## src/rtl/mips_pkg.sv

```systemverilog
// Shared types and constants for the multicycle MIPS main control FSM.
// The BNE state exists only when MIPS_CTRL_BNE_EN is defined.
package mips_pkg;

    localparam int CTRL_STATE_W = 4;

    typedef enum logic [CTRL_STATE_W-1:0] {
        S_FETCH   = 4'd0,
        S_DECODE  = 4'd1,
        S_MEMADR  = 4'd2,
        S_MEMRD   = 4'd3,
        S_MEMWB   = 4'd4,
        S_MEMWR   = 4'd5,
        S_EXECUTE = 4'd6,
        S_ALUWB   = 4'd7,
        S_BRANCH  = 4'd8,
        S_ADDIEX  = 4'd9,
        S_ADDIWB  = 4'd10,
`ifdef MIPS_CTRL_BNE_EN
        S_JUMP    = 4'd11,
        S_BNE     = 4'd12
`else
        S_JUMP    = 4'd11
`endif
    } ctrl_state_t;

    localparam logic [5:0] OP_RTYPE = 6'b000000;
    localparam logic [5:0] OP_LW    = 6'b100011;
    localparam logic [5:0] OP_SW    = 6'b101011;
    localparam logic [5:0] OP_BEQ   = 6'b000100;
    localparam logic [5:0] OP_BNE   = 6'b000101;
    localparam logic [5:0] OP_ADDI  = 6'b001000;
    localparam logic [5:0] OP_J     = 6'b000010;

    localparam logic [1:0] ALUOP_ADD   = 2'b00;
    localparam logic [1:0] ALUOP_SUB   = 2'b01;
    localparam logic [1:0] ALUOP_FUNCT = 2'b10;

    localparam logic [1:0] SRCB_REG    = 2'b00;
    localparam logic [1:0] SRCB_FOUR   = 2'b01;
    localparam logic [1:0] SRCB_IMM    = 2'b10;
    localparam logic [1:0] SRCB_IMM_SH = 2'b11;

    localparam logic [1:0] PCSRC_ALU    = 2'b00;
    localparam logic [1:0] PCSRC_ALUOUT = 2'b01;
    localparam logic [1:0] PCSRC_JUMP   = 2'b10;

    typedef struct packed {
        logic [1:0] alu_op;
        logic       alu_src_a;
        logic [1:0] alu_src_b;
        logic [1:0] pc_src;
        logic       iord;
        logic       mem_write;
        logic       ir_write;
        logic       reg_dst;
        logic       mem_to_reg;
        logic       reg_write;
        logic       pc_write;
        logic       branch;
        logic       branch_n;
    } ctrl_out_t;

endpackage

```

## src/rtl/mips_ctrl_outdec.sv

```systemverilog
// Purely combinational Moore decoder: control state to datapath control word.
// Adds the BNE decode when MIPS_CTRL_BNE_EN is defined.
module mips_ctrl_outdec
    import mips_pkg::*;
(
    input  ctrl_state_t state_i,
    output ctrl_out_t   ctrl_o
);

    always_comb begin
        // NOTE: default the whole word first so no path through the case can infer a latch.
        ctrl_o = '0;
        case (state_i)
            S_FETCH: begin
                ctrl_o.ir_write  = 1'b1;
                ctrl_o.alu_src_b = SRCB_FOUR;
                ctrl_o.alu_op    = ALUOP_ADD;
                ctrl_o.pc_src    = PCSRC_ALU;
                ctrl_o.pc_write  = 1'b1;
            end
            S_DECODE: begin
                ctrl_o.alu_src_b = SRCB_IMM_SH;
                ctrl_o.alu_op    = ALUOP_ADD;
            end
            S_MEMADR, S_ADDIEX: begin
                ctrl_o.alu_src_a = 1'b1;
                ctrl_o.alu_src_b = SRCB_IMM;
                ctrl_o.alu_op    = ALUOP_ADD;
            end
            S_MEMRD: ctrl_o.iord = 1'b1;
            S_MEMWB: begin
                ctrl_o.mem_to_reg = 1'b1;
                ctrl_o.reg_write  = 1'b1;
            end
            S_MEMWR: begin
                ctrl_o.iord      = 1'b1;
                ctrl_o.mem_write = 1'b1;
            end
            S_EXECUTE: begin
                ctrl_o.alu_src_a = 1'b1;
                ctrl_o.alu_src_b = SRCB_REG;
                ctrl_o.alu_op    = ALUOP_FUNCT;
            end
            S_ALUWB: begin
                ctrl_o.reg_dst   = 1'b1;
                ctrl_o.reg_write = 1'b1;
            end
            S_BRANCH: begin
                ctrl_o.alu_src_a = 1'b1;
                ctrl_o.alu_src_b = SRCB_REG;
                ctrl_o.alu_op    = ALUOP_SUB;
                ctrl_o.pc_src    = PCSRC_ALUOUT;
                ctrl_o.branch    = 1'b1;
            end
`ifdef MIPS_CTRL_BNE_EN
            S_BNE: begin
                ctrl_o.alu_src_a = 1'b1;
                ctrl_o.alu_src_b = SRCB_REG;
                ctrl_o.alu_op    = ALUOP_SUB;
                ctrl_o.pc_src    = PCSRC_ALUOUT;
                ctrl_o.branch_n  = 1'b1;
            end
`endif
            S_ADDIWB: ctrl_o.reg_write = 1'b1;
            S_JUMP: begin
                ctrl_o.pc_src   = PCSRC_JUMP;
                ctrl_o.pc_write = 1'b1;
            end
            default: ctrl_o = '0;
        endcase
    end

endmodule

```

## src/rtl/mips_multicycle_ctrl.sv

```systemverilog
// Main control FSM of the multicycle MIPS datapath: state register, next-state
// logic, pc_en gating and reset forcing. Optional BNE support: MIPS_CTRL_BNE_EN.
module mips_multicycle_ctrl
    import mips_pkg::*;
#(
    parameter int STATE_W = 4
) (
    input  logic               clk,
    input  logic               reset,
    input  logic [5:0]         opcode,
    input  logic               zero,
    output logic [1:0]         Alu_op,
    output logic               alu_src_a,
    output logic [1:0]         alu_src_b,
    output logic [1:0]         pc_src,
    output logic               iord,
    output logic               mem_write,
    output logic               ir_write,
    output logic               reg_dst,
    output logic               mem_to_reg,
    output logic               reg_write,
    output logic               pc_en,
    output logic               illegal,
    output logic [STATE_W-1:0] state_o
);

    ctrl_state_t state_q, state_d;
    ctrl_out_t   dec_out, ctrl;
    logic        illegal_op;
    logic        take_branch;

    always_comb begin
        state_d    = S_FETCH;
        illegal_op = 1'b0;
        case (state_q)
            S_FETCH: state_d = S_DECODE;
            S_DECODE: begin
                case (opcode)
                    OP_LW, OP_SW: state_d = S_MEMADR;
                    OP_RTYPE:     state_d = S_EXECUTE;
                    OP_BEQ:       state_d = S_BRANCH;
                    OP_ADDI:      state_d = S_ADDIEX;
                    OP_J:         state_d = S_JUMP;
`ifdef MIPS_CTRL_BNE_EN
                    OP_BNE:       state_d = S_BNE;
`endif
                    default: begin
                        state_d    = S_FETCH;
                        illegal_op = 1'b1;
                    end
                endcase
            end
            S_MEMADR:  state_d = (opcode == OP_SW) ? S_MEMWR : S_MEMRD;
            S_MEMRD:   state_d = S_MEMWB;
            S_EXECUTE: state_d = S_ALUWB;
            S_ADDIEX:  state_d = S_ADDIWB;
            // Write-back, branch and jump states, plus any unreachable encoding.
            default:   state_d = S_FETCH;
        endcase
    end

    // NOTE: sequential state uses non-blocking assignment; combinational blocks above use blocking.
    always_ff @(posedge clk) begin
        if (reset) begin
            state_q <= S_FETCH;
        end else begin
            state_q <= state_d;
        end
    end

    mips_ctrl_outdec u_outdec (
        .state_i (state_q),
        .ctrl_o  (dec_out)
    );

    // Reset silences every control line combinationally, so no write escapes in the reset cycle.
    assign ctrl = reset ? '0 : dec_out;

`ifdef MIPS_CTRL_BNE_EN
    assign take_branch = (ctrl.branch & zero) | (ctrl.branch_n & ~zero);
`else
    assign take_branch = ctrl.branch & zero;
`endif

    assign pc_en      = ctrl.pc_write | take_branch;
    assign illegal    = illegal_op & ~reset;
    assign Alu_op     = ctrl.alu_op;
    assign alu_src_a  = ctrl.alu_src_a;
    assign alu_src_b  = ctrl.alu_src_b;
    assign pc_src     = ctrl.pc_src;
    assign iord       = ctrl.iord;
    assign mem_write  = ctrl.mem_write;
    assign ir_write   = ctrl.ir_write;
    assign reg_dst    = ctrl.reg_dst;
    assign mem_to_reg = ctrl.mem_to_reg;
    assign reg_write  = ctrl.reg_write;
    assign state_o    = STATE_W'(state_q);

endmodule

```

## config.mk

```make
export PLATFORM = sky130hd
export DESIGN_NAME = mips_multicycle_ctrl
export DESIGN_NICKNAME = d
export VERILOG_FILES = /design/src/rtl/mips_pkg.sv /design/src/rtl/mips_ctrl_outdec.sv /design/src/rtl/mips_multicycle_ctrl.sv
export SDC_FILE = /design/constraint.sdc
export NUM_CORES = 1
export LEC_CHECK = 0
export CAP_MARGIN = 30
export CORE_UTILIZATION = 34
export DETAILED_ROUTE_END_ITERATION = 12
export PLACE_DENSITY = 0.74
export SLEW_MARGIN = 20
export SYNTH_ARGS = -nofsm -noshare
export SYNTH_HDL_FRONTEND = slang
export SYNTH_SLANG_ARGS = --single-unit
```

## constraint.sdc

```tcl
create_clock -name clk -period 1.19 [get_ports clk]
set_input_delay 0.119 -clock clk [delete_from_list [all_inputs] [get_ports clk]]
set_output_delay 0.119 -clock clk [all_outputs]
set_load 0.02 [all_outputs]
```

==> run summary, run 1 <==
result of the run: stopped before the end
last stage reached: global routing (5_1_grt)
Err: [ERROR DPL-0038] Utilization greater than 100%, impossible to legalize
top flip-flop cell by instance count after synthesis: dfxtp_1
largest family of logic cells by synthesized area: simple AND/OR/NAND/NOR gates
half-perimeter wire length after placement: 1750 um
count of mapped cells out of synthesis: 67
number of distinct library cells after synthesis: 36
Post-Synthesis Net Count: 76
maximum number of pins on one net before global-route repair: 10
GRT repair_timing worst endpoint: pc_en
num rows: 13
worst-case setup slack after placement: -852 ps
CTS root buffer: clkbuf_4
fraction of the mapped netlist area in compound gates: 23.8%
post-synthesis sequential element count: 4
Synth Area in Adders: 0%
Avg Cell Area, Syn: 7.68 sq um
number of enable-type register cells in the synthesized netlist: 0
Cell Area, Synth: 514 sq um
fraction of the mapped netlist area in simple logic gates: 43.8%
Die X-Extent: 40.9 um
total of warnings raised by yosys: 0
total placed instance area: 1150 sq um
mux cell area share after synthesis: 2.19%
global placement routability congestion: 0.837
clk buf depth: 2
area share of xor/xnor cells in the synthesized design: 6.81%
type of pin the worst path ends at: top-level output
Initial Utilization: 38.1%
die height: 40.9 um
CTS Hold Buffers Added: 0
share of synthesized area occupied by flip-flops and latches: 15.6%
proportion of synthesized flip-flops having asynchronous set or reset: 0%
TritonCTS buffer count: 3
count of pins on the block boundary: 28
placed cells: 137
count of clock tree sinks: 4
count of H-tree levels built during CTS: 1
number of input and output port buffers inserted: 27
what timing repair did:
action | 4_1_cts
cloned | 0
pin swaps | 9
resized for setup | 127
setup endpoints to repair | 23
buffers inserted | 6
logic make-up after synthesis:
kind of cell / after synthesis
AO/OA/AOI/OAI: 16
multiplexers: 1
XOR/XNOR: 4
buffers and inverters: 6
flip-flops: 4
AND/OR/NAND/NOR: 36
metrics by stage:
| stage | utilization [%] | TNS [ps] |
|---|---|---|
| 2_1_floorplan | - | -1380 |
| 3_3_place_gp | 85.4 | -10610 |
| 4_1_cts | 97.1 | -3880 |
| 3_5_place_dp | 85.4 | -11620 |
synth_stat cells (all sizes together), types with 3 or more instances:
cell | instances | area (sq um)
a21oi | 4 | 23.8
buf | 4 | 32.5
dfxtp | 4 | 80.1
nand2b | 5 | 41.3
nand3 | 3 | 15.0
nor2 | 5 | 18.8
nor3 | 6 | 35.0
nor4 | 5 | 31.3
o21ai | 3 | 15.0
xor2 | 3 | 26.3
==> inputs of run 2 (changes only) <==
CORE_AREA = 2 2 63 65   (was unset)
CORE_UTILIZATION = unset   (was 34)
DIE_AREA = 0 0 65 67   (was unset)
PLACE_DENSITY = unset   (was 0.74)
PLACE_DENSITY_LB_ADDON = 0.15   (was unset)
clock period = 1.5 ns   (was 1.19 ns; I/O delays follow)
==> run 2 against run 1 <==
- the flow now finishes, with violations (negative setup slack)
- synthesized cell count stayed put
- area after synthesis stayed put
==> run summary, run 2 <==
post-CTS clock slew at the launch and capture registers of the worst setup and hold paths: 30 ps
core region area: 3610 sq um
CTS root buffer: clkbuf_8
max-slew violation count: 0
post-detailed-routing wire length: 1880 um
fraction of the cycle the final worst path needs: 101%
number of flip-flops in the largest register: 4
Post-route DRC: 0
headroom to the max-slew limit: 78.3%
Die X-Extent: 65 um
global placement routability congestion: 0.758
HP Class: input port to register
number of iterations in the first detailed-routing pass: 4
post-route worst setup slack: -8.07 ps
net total in the final layout: 134
Worst Setup Path Type: register to output port
most area-consuming cells after synthesis: dfxtp_1, nor4_1, a2111oi_2
signal arrival time at the worst endpoint: 1360 ps
Total Negative Setup Slacks: -8.07 ps
most frequent cells in the layout: buf_4, buf_2, dlygate4sd2_1, buf_6, clkdlybuf4s50_1
Area Overhead vs Synth: 130%
number of distinct library cells after synthesis: 36
worst hold margin: 400 ps
DR vias/cell: 4.10
post-synthesis sequential element count: 4
clk buf depth: 2
count of mapped cells out of synthesis: 67
CTS Hold Buffers Added: 0
time the final worst path needs with I/O delays and setup: 1510 ps
final number of hold-violating endpoints: 0
maximum number of pins on one net before global-route repair: 11
Clk Latency, worst-skew pair: 210 ps
Post-Synthesis Net Count: 76
transition time of the tightest slew-check pin: 324 ps
fraction of layout cells with a size suffix above 1: 61.8%
initial antenna violation count: 0
count of clock tree sinks: 4
proportion of synthesized flip-flops having asynchronous set or reset: 0%
Total Power Consumption: 0.000531 W
TritonCTS buffer count: 3
fill cell instance count of the final layout: 394
flip-flop and latch area: 92.6 sq um
result of the run: finished, violations left
detailed-route wire length per cell: 11.0 um
number of global-route vias before repair: 667
Synth area leader: dfxtp_1
final standard cell area without fillers: 1180 sq um
share of synthesized area occupied by flip-flops and latches: 15.6%
Max VDD drop: 136 uV
global-route wire length before repair: 3020 um
top cells by count, synth: nor2_1, nor3_1, nor4_1, dfxtp_1
achievable frequency: 0.663 GHz
die height: 67 um
worst-case setup slack after placement: -515 ps
top-area cell type share of the netlist area: 15.6%
top flip-flop cell by instance count after synthesis: dfxtp_1
violations in the final reports: negative setup slack
unrepaired setup endpoints after global routing: yes
Die Outline Area: 4360 sq um
antenna diode count: 0
Total Routing Usage GR: 9.04%
total placed instance area: 1060 sq um
num rows: 22
P_leak: 0.501 nW
total of warnings raised by yosys: 0
Multi-input gate area: 515 sq um
max-cap check violation count: 0
count of H-tree levels built during CTS: 1
data required time at the worst endpoint: 1350 ps
half-perimeter wire length after placement: 1480 um
Critical Path End Type: output port
most common cell after layout, fill and taps aside: buf_4
Iter 0 DRT Violations: 5
Worst Path Max Fanout: 8
number of input and output port buffers inserted: 27
number of enable-type register cells in the synthesized netlist: 0
remaining global-route overflow: 0
CTS tree: done
via count: 701
Cell Area, Synth: 514 sq um
Setup Skew: 1.03 ps
power per standard cell area: 449 nW/um^2
Post-DRT Antenna Nets: 0
final setup vio count: 1
Initial Utilization: 14.3%
category of the worst setup path launch point: register
count of pins on the block boundary: 28
Avg Cell Area, Syn: 7.68 sq um
## run 2: cell counts after synthesis
Identical to the previous run, type by type.
## run 2: repair_timing
action                     CTS  global route
setup endpoints to repair   19            13
resized for setup           83            17
buffers inserted             3             0
pin swaps                    3             2
## run 2: worst paths after layout
| path | start | endpoint | slack (ps) | cells past startpoint |
|---|---|---|---|---|
| setup reg to reg | state_o[0] | state_o[0] | 100 | 6 |
| setup / recovery | state_o[3] | illegal | -8 | 4 |
| hold / removal | reset | state_o[3] | 400 | 4 |
| hold reg to reg | state_o[2] | state_o[3] | 640 | 2 |
## run 2: logic make-up after synthesis
logic type	after synthesis	synth area share (%)
xor gates and xnor gates	4	6.81
muxes	1	2.19
and+or+nand+nor	36	43.8
DFF	4	15.6
buffers and inverters	6	7.78
AOI/OAI and AO/OA	16	23.8
## run 2: critical path, cell delays in order (launching register included)
cell and delay, ps:
dfxtp_4 350, buf_4 180, nor4_2 290, and3_1 190, buf_4 130
## run 2: per-layer routing
layer,share of wire [%],GRT usage (%),vias to the layer above
li1,-,-,365
met1,44,10.5,310
met2,49,15.7,24
met3,6.5,2.20,2
met4,0.43,3.99,0
met5,0,0,-
## run 2: per-stage QoR
step | instances | util [%]
final | 171 | 32.8
after global routing | 171 | 32.8
after CTS | 171 | 31.3
after detailed placement | 165 | 29.4
after global placement | 165 | 29.4
after floorplan | 67 | -
## run 2: power by group
group	internal [W]	switching, W	total, W
Sequential	0.000108	0.00000772	0.000115
Combinational	0.000101	0.0000909	0.000192
Clock	0.000171	0.0000525	0.000223
## run 2: layout make-up
| type | instances | area share, % |
|---|---|---|
| multi-input cells | 57 | 43.6 |
| well taps | 48 | 5.07 |
| inverters | 1 | 0.317 |
| repair buffers | 58 | 39.7 |
| flip-flops and latches | 4 | 7.82 |
| clock buffers | 3 | 3.49 |
Note: power is estimated with default switching activity, not from simulation.
